===== config.mk =====
export PLATFORM = sky130hd
export DESIGN_NAME = mgmt_req_arbiter
export DESIGN_NICKNAME = d
export VERILOG_FILES = /design/src/rtl/mgmt_arb_pkg.sv /design/src/rtl/mgmt_rr_arbiter.sv /design/src/rtl/mgmt_req_arbiter.sv
export SDC_FILE = /design/constraint.sdc
export NUM_CORES = 1
export LEC_CHECK = 0
export BUFFER_PORTS_ARGS = -buffer_cell sky130_fd_sc_hd__buf_2
export CAP_MARGIN = 20
export CORE_AREA = 8 8 79 151
export CTS_BUF_LIST = sky130_fd_sc_hd__clkbuf_8
export CTS_CLUSTER_SIZE = 28
export DETAILED_ROUTE_END_ITERATION = 8
export DIE_AREA = 0 0 87 159
export PLACE_DENSITY = 0.89
export SYNTH_ARGS = -nofsm -noshare
export SYNTH_HDL_FRONTEND = slang
export SYNTH_SLANG_ARGS = --single-unit

===== constraint.sdc =====
create_clock -name mgmt_clk -period 4 [get_ports mgmt_clk]
set_input_delay 0.8 -clock mgmt_clk [delete_from_list [all_inputs] [get_ports mgmt_clk]]
set_output_delay 0.8 -clock mgmt_clk [all_outputs]
set_load 0.1 [all_outputs]

===== src/rtl/mgmt_arb_pkg.sv =====
// Shared types and constants for the management-port arbiter.
// Covers state encoding, requester ids, opcodes and timeout counter helpers.
package mgmt_arb_pkg;

    typedef enum logic [2:0] {
        ST_IDLE,
        ST_REQ,
        ST_CFG_WAIT,
        ST_WAIT_BUSY,
        ST_WAIT_RDY,
        ST_DONE
    } state_t;

    localparam logic REQ_HOST = 1'b0;
    localparam logic REQ_POLL = 1'b1;

    localparam logic [1:0] OP_MDIO_ADDR = 2'b00;
    localparam logic [1:0] OP_WRITE     = 2'b01;
    localparam logic [1:0] OP_READ      = 2'b10;

    localparam int TO_W = 12;

    typedef struct packed {
        logic [1:0]  opcode;
        logic [9:0]  addr;
        logic [31:0] wr_data;
        logic        miim_sel;
    } mgmt_cmd_t;

    function automatic logic [TO_W-1:0] sat_inc(input logic [TO_W-1:0] v);
        return (v == '1) ? v : v + 1'b1;
    endfunction

    function automatic logic [1:0] owner_ack(input logic id);
        return (id == REQ_POLL) ? 2'b10 : 2'b01;
    endfunction

endpackage


===== src/rtl/mgmt_rr_arbiter.sv =====
// Two-way round-robin grant; the last winner loses the next tie.
// The grant is combinational, the history only moves when update is asserted.
module mgmt_rr_arbiter
    import mgmt_arb_pkg::*;
(
    input  logic       clk,
    input  logic       rst,
    input  logic [1:0] req,
    input  logic       update,
    output logic       grant_id
);

    logic last_grant;

    always_comb begin
        grant_id = REQ_HOST;
        case (req)
            2'b01:   grant_id = REQ_HOST;
            2'b10:   grant_id = REQ_POLL;
            2'b11:   grant_id = ~last_grant;
            default: grant_id = REQ_HOST;
        endcase
    end

    // Reset to the poll id so the host wins the first tie.
    always_ff @(posedge clk or posedge rst) begin
        if (rst) begin
            last_grant <= REQ_POLL;
        end else if (update) begin
            last_grant <= grant_id;
        end
    end

endmodule


===== src/rtl/mgmt_req_arbiter.sv =====
// Shares the management/MDIO access port between the host and the PHY poll engine.
// Serialises transactions, pulses mgmt_req, waits for completion or timeout, then acks the owner.
module mgmt_req_arbiter
    import mgmt_arb_pkg::*;
#(
    parameter int CFG_LAT = 2,
    parameter int BUSY_TO = 8,
    parameter int DONE_TO = 4096
) (
    input  logic        mgmt_clk,
    input  logic        reset,
    input  logic [1:0]  req_valid,
    input  logic [1:0]  req0_opcode,
    input  logic [1:0]  req1_opcode,
    input  logic [9:0]  req0_addr,
    input  logic [9:0]  req1_addr,
    input  logic [31:0] req0_wr_data,
    input  logic [31:0] req1_wr_data,
    input  logic        req0_miim_sel,
    input  logic        req1_miim_sel,
    output logic [1:0]  ack,
    output logic        err,
    output logic [31:0] rd_data,
    output logic        busy,
    output logic [1:0]  mgmt_opcode,
    output logic [9:0]  mgmt_addr,
    output logic [31:0] mgmt_wr_data,
    output logic        mgmt_miim_sel,
    output logic        mgmt_req,
    input  logic        mgmt_miim_rdy,
    input  logic [31:0] mgmt_rd_data
);

    localparam logic [TO_W-1:0] CFG_LIM  = TO_W'(CFG_LAT - 1);
    // rdy is checked from the first WAIT_BUSY cycle; one extra cycle covers the
    // management block's request-to-busy latency before declaring a timeout.
    localparam logic [TO_W-1:0] BUSY_LIM = TO_W'(BUSY_TO + 1);
    localparam logic [TO_W-1:0] DONE_LIM = TO_W'(DONE_TO - 1);

    state_t          state;
    logic            owner;
    logic [TO_W-1:0] cnt;
    logic            grant_id;
    logic            grant_en;
    mgmt_cmd_t       cmd0;
    mgmt_cmd_t       cmd1;
    mgmt_cmd_t       cmd_sel;

    always_comb begin
        cmd0    = '{opcode: req0_opcode, addr: req0_addr, wr_data: req0_wr_data, miim_sel: req0_miim_sel};
        cmd1    = '{opcode: req1_opcode, addr: req1_addr, wr_data: req1_wr_data, miim_sel: req1_miim_sel};
        cmd_sel = (grant_id == REQ_POLL) ? cmd1 : cmd0;
    end

    always_comb begin
        grant_en = (state == ST_IDLE) && (|req_valid);
    end

    mgmt_rr_arbiter u_rr (
        .clk      (mgmt_clk),
        .rst      (reset),
        .req      (req_valid),
        .update   (grant_en),
        .grant_id (grant_id)
    );

    always_ff @(posedge mgmt_clk or posedge reset) begin
        if (reset) begin
            state         <= ST_IDLE;
            owner         <= REQ_HOST;
            cnt           <= '0;
            ack           <= '0;
            err           <= 1'b0;
            rd_data       <= '0;
            busy          <= 1'b0;
            mgmt_opcode   <= '0;
            mgmt_addr     <= '0;
            mgmt_wr_data  <= '0;
            mgmt_miim_sel <= 1'b0;
            mgmt_req      <= 1'b0;
        end else begin
            mgmt_req <= 1'b0;
            ack      <= '0;
            err      <= 1'b0;
            case (state)
                ST_IDLE: begin
                    if (grant_en) begin
                        owner         <= grant_id;
                        mgmt_opcode   <= cmd_sel.opcode;
                        mgmt_addr     <= cmd_sel.addr;
                        mgmt_wr_data  <= cmd_sel.wr_data;
                        mgmt_miim_sel <= cmd_sel.miim_sel;
                        mgmt_req      <= 1'b1;
                        busy          <= 1'b1;
                        state         <= ST_REQ;
                    end
                end
                ST_REQ: begin
                    cnt   <= '0;
                    state <= mgmt_miim_sel ? ST_WAIT_BUSY : ST_CFG_WAIT;
                end
                ST_CFG_WAIT: begin
                    if (cnt >= CFG_LIM) begin
                        rd_data <= mgmt_rd_data;
                        ack     <= owner_ack(owner);
                        state   <= ST_DONE;
                    end else begin
                        cnt <= sat_inc(cnt);
                    end
                end
                ST_WAIT_BUSY: begin
                    if (!mgmt_miim_rdy) begin
                        cnt   <= '0;
                        state <= ST_WAIT_RDY;
                    end else if (cnt >= BUSY_LIM) begin
                        ack   <= owner_ack(owner);
                        err   <= 1'b1;
                        state <= ST_DONE;
                    end else begin
                        cnt <= sat_inc(cnt);
                    end
                end
                ST_WAIT_RDY: begin
                    if (mgmt_miim_rdy) begin
                        rd_data <= mgmt_rd_data;
                        ack     <= owner_ack(owner);
                        state   <= ST_DONE;
                    end else if (cnt >= DONE_LIM) begin
                        rd_data <= '1;
                        ack     <= owner_ack(owner);
                        err     <= 1'b1;
                        state   <= ST_DONE;
                    end else begin
                        cnt <= sat_inc(cnt);
                    end
                end
                ST_DONE: begin
                    busy  <= 1'b0;
                    state <= ST_IDLE;
                end
                default: begin
                    busy  <= 1'b0;
                    state <= ST_IDLE;
                end
            endcase
        end
    end

endmodule


Yosys cells after proc, flatten, opt, wreduce, memory -nomap -nowiden. Index checks and enable logic that the tools add are counted.

Output and inout port bits: 82. Word-level logic and storage cells: 82. Bits of input ports: 127. Register bits: 99.

Add/subtract/negate cells: 1. Bitwise operators: 2. Eq/ne operators: 15. Reductions and logical operators: 11. Multiplexer cells: 37. $lt $le $gt $ge: 3.

Operators with widths (number): $mux W32 (3); $mux W12 (6); $pmux W32 S2 (1); $pmux W12 S4 (1); $mux W45 (1); $mux W3 (6); $pmux W3 S5 (1); $add A12 B1 Y12 const B (1); $eq A12 B12 Y1 const B (1); $ge A12 B1 Y1 const B (1); $ge A12 B12 Y1 const B (1); $ge A12 B4 Y1 const B (1); $mux W2 (6); $ne A2 B2 Y1 const B (5); $ne A3 B3 Y1 const B (3); $mux W1 (8); $eq A3 B2 Y1 const B (2); $pmux W1 S2 (3); $pmux W2 S3 (1); $reduce_and A5 Y1 (1); $eq A2 B2 Y1 const B (2); $reduce_and A2 Y1 (2); $reduce_and A4 Y1 (1); $reduce_bool A4 Y1 (1); 9 further kinds (10).

Depth between registers and ports, before layout.
Depth in word-level cells: 5. Mapped depth: 8. Mapped depth without buffers: 7.

Cells and area by module. From an unflattened synthesis, not the netlist that was laid out.

Cells, all modules: 485. Area, all modules: 4739.5 µm².

Modules (own cells, without submodules): mgmt_req_arbiter (cells an instance 481, times used 1, area each 4683.2 µm², sequential area each 2452.4 µm²); mgmt_rr_arbiter (cells an instance 4, times used 1, area each 56.3 µm², sequential area each 26.3 µm²).

Worst setup path before layout. Ideal clock, no wire load.

Path type: register -> register. Start: register cnt[0]. End: register cnt[7]. Clock period less this slack: 2.110 ns. Required time: 3.879 ns. Buffers on the path: 1. Stages on the path, launching flop included: 9. Library setup time: 0.121 ns. Arrival time: 1.989 ns. Slack: 1.890 ns. Cell sequence: dfrtp_1 > inv_1 > ha_1 > or3b_4 > a32o_1 > o21a_1 > buf_6 > a211o_1 > o2bb2ai_1.

Cells in the longest elaborated chain, start to end: 5. Elaborated cells between the ends (all ways): 16. Those cells by class: add/sub: 1; order compare: 3; eq/ne: 4; mux: 7; reduce/logical: 1.

Ends and longest elaborated chain: from (decl) (RTL line mgmt_req_arbiter.sv:42) `logic [TO_W-1:0] cnt;`; from (signal assigned) (RTL line mgmt_req_arbiter.sv:108) `cnt <= sat_inc(cnt);`; from (signal assigned) (RTL line mgmt_req_arbiter.sv:120) `cnt <= sat_inc(cnt);`; from (signal assigned) (RTL line mgmt_req_arbiter.sv:134) `cnt <= sat_inc(cnt);`; $add A12 B1 Y12 / $eq A12 B12 Y1 (equally long branches) (RTL line mgmt_arb_pkg.sv:31) `return (v == '1) ? v : v + 1'b1;`; $mux W12 (RTL line mgmt_arb_pkg.sv:31); $mux W12, on equally long branches (RTL line mgmt_req_arbiter.sv:128, mgmt_req_arbiter.sv:115); $mux W12, on equally long branches (RTL line mgmt_req_arbiter.sv:124, mgmt_req_arbiter.sv:112); $pmux W12 S4 (RTL line mgmt_req_arbiter.sv:85) `case (state)`.

Several ways; a longest one is shown, not always the timed one. The select of a mux whose other input is x is not followed. A chain may end at the register's enable or synchronous reset.

Final worst setup path.
Start: register cnt[0]. End: register cnt[1].

Same word-level chain as after synthesis.

==> run metrics <==
run status=finished, final reports clean; standard cell core area=9950 um2; most common cell after layout, fill and taps aside=sky130_fd_sc_hd__buf_2; number of synthesis warnings=0; routed wire length=13.8 mm; setup slack of the most critical reg-to-reg path=1.53 ns; top-area cell type share of the netlist area=51.3%; detail-routed via count per cell=5.50; total setup buffers inserted after CTS=0; number of cells traversed by the worst hold path=1; net count after synthesis=630; vias in the first global route=4694; full die area=13800 um2; DP Area=5930 um2; cell types occupying the most area after synthesis=sky130_fd_sc_hd__dfrtp_1 51%, sky130_fd_sc_hd__mux2i_1 9.8%, sky130_fd_sc_hd__nor2_1 7.0%; post-synthesis average cell area=9.55 um2; largest net degree at the start of global routing=78; launch point of the worst reg-to-reg path=cnt[0]; Synth Cell Area=4780 um2; # Max-Cap Violations=0; wire per inst=16.6 um; overall fraction of global-route tracks in use=19.8%; antenna violation net count after detailed routing=0; deepest clock path buffer count=2; clock buffer count from CTS=9; post-synth cell types=50; Design Area, Final=6160 um2; latest clock arrival within the worst-skew pair=0.37 ns; share of post-route cells with drive strength above 1=35.6%; DRC violations left=0; CTS H-tree lvls=3; Fin Setup TNS=0 ns; total gr overflow=0; detailed-routing iteration count for the pre-antenna-repair pass=5; Hold Path End=ack[0]; clock input transition at the sequential cells of the worst setup and hold paths=0.10 ns; clock tree sinks=99; most frequent cells in the layout=208 x sky130_fd_sc_hd__buf_2, 98 x sky130_fd_sc_hd__dfrtp_1, 88 x sky130_fd_sc_hd__nor2_1; count of port buffers added during placement=208; final hold violation count=0; number of antenna violations at the first check in global routing=0; cell chosen for the clock root=sky130_fd_sc_hd__clkbuf_8; critical path peak fanout=11; setup clock skew after layout=0.0106 ns; Top-Level Pins=209; # diodes=0; flip-flop and latch count after synthesis=99; crit path DAT=2.76 ns; width of the chip=87 um; Setup CP Type=flip-flop to flip-flop; final slew viol count=0; worst min path class=flip-flop to flip-flop; relative area change from synthesis to final layout=29.0%; TritonCTS clock tree=built; number of standard cells after synthesis=500; library cell with the largest summed area after synthesis=sky130_fd_sc_hd__dfrtp_1; worst-case hold slack=0.435 ns; number of vias in the routed layout=4578; global placement routability congestion=0.957; launching element type of the critical path=flip-flop; number of placement rows=52; DRC marker count from the first detailed-route iteration=324; sequential share of the synthesized area=51.9%; shortest period the worst path allows=2.47 ns; Worst-Margin Slew=0.919 ns; worst reg2reg path endpoint=cnt[1]; hold-fix buffers at CTS=0; kind of capture point of the worst setup path=flip-flop; unrepaired setup endpoints after global routing=no; Chip Height=159 um; number of nets in the layout=822; top achievable clock speed=0.405 GHz; depth of the most critical reg-to-reg path=7; HP Start=owner; Resized cells post-CTS=0; effective utilization at floorplan=48.0%; half-perimeter wire length after placement=10.3 mm; Worst EP required=4.29 ns; ratio of final minimum period to clock period=61.8%; Slew HR=38.7%; Setup Viol. Count Final=0; wire length of the first global-routing pass=22.0 mm
==> layer usage <==
layer	up-vias	routed length, um	global-route usage (%)
met5	-	0	0
met4	0	303	8.06
met3	26	1610	7.39
met2	285	6710	32.0
met1	2105	5180	22.7
li1	2162	-	-
==> state kept, by name, summed over array words and instances (netlist names) <==
name	flops
state	3
u_rr.last_grant	1
mgmt_addr	10
mgmt_req	1
mgmt_wr_data	32
ack	2
mgmt_opcode	2
err	1
rd_data	32
cnt	12
owner	1
mgmt_miim_sel	1
busy	1
==> cell families (layout without fill, tap and decap cells) <==
group | after synthesis | after routing | share of synthesized area (%)
and+or+nand+nor | 140 | 140 | 13.6
muxes | 47 | 47 | 9.85
DFF | 99 | 99 | 51.9
AOI/OAI and AO/OA | 166 | 166 | 19.7
adders and majority gates | 3 | 3 | 0.786
buffers and inverters | 45 | 242 | 4.16
==> worst max path at each step <==
stage	start	to	depth (start not counted)	slack [ns]
after global placement	cnt[0]	rd_data[5]	7	1.51
after detailed placement	cnt[0]	rd_data[17]	7	1.35
after floorplan	reset	ack[0]	1	0.61
after global routing	state[2]	mgmt_wr_data[16]	5	1.33
final	cnt[0]	cnt[1]	7	1.53
after CTS	cnt[0]	rd_data[17]	7	1.33
==> worst max-delay path, stage by stage (launching register included) <==
cell and delay (ns):
sky130_fd_sc_hd__dfrtp_1 0.48, sky130_fd_sc_hd__inv_1 0.13, sky130_fd_sc_hd__ha_1 0.18, sky130_fd_sc_hd__or3b_4 0.40, sky130_fd_sc_hd__a32o_1 0.26, sky130_fd_sc_hd__o21a_1 0.36
sky130_fd_sc_hd__nor2_2 0.35, sky130_fd_sc_hd__mux2i_1 0.23
==> through the flow <==
stage	cells	util, %	setup slack [ns]
after floorplan	500	-	0.611
final	832	61.9	1.53
after global placement	815	59.6	1.51
after global routing	832	61.9	1.33
after CTS	831	61.7	1.33
after detailed placement	815	59.6	1.35
==> cells in the mapped netlist (all sizes together) <==
cell type / number
nand2b: 3
o41ai: 1
o211ai: 2
a22oi: 1
nor3: 7
or3b: 2
o2111ai: 1
buf: 17
o22ai: 3
clkbuf: 18
nor2: 90
or2: 2
a2bb2oi: 2
a41oi: 3
o21a: 1
mux2i: 47
a21oi: 52
a211o: 1
ha: 3
dfstp: 1
o31ai: 6
nand4bb: 1
or3: 2
nand2: 14
and3: 1
nor4b: 1
inv: 10
dfrtp: 98
a32o: 1
nand4: 4
nand3: 6
o21ai: 77
nor4: 4
a21o: 2
o2bb2ai: 1
a21boi: 2
a31oi: 7
a211oi: 1
nor2b: 3
o32ai: 2
==> area by class of cell <==
cell class	instances	area, um2
Multi-Input combinational cell	356	2130
Clock buffer	9	124
Fill cell	806	3790
Inverter	10	40.0
Tap cell	135	169
Sequential cell	99	2480
Clock inverter	7	80.1
Timing Repair Buffer	216	1150
Power is left out: the tool's default activity adds up to more than one toggle a clock period on the data nets, which glitch-free logic cannot reach.
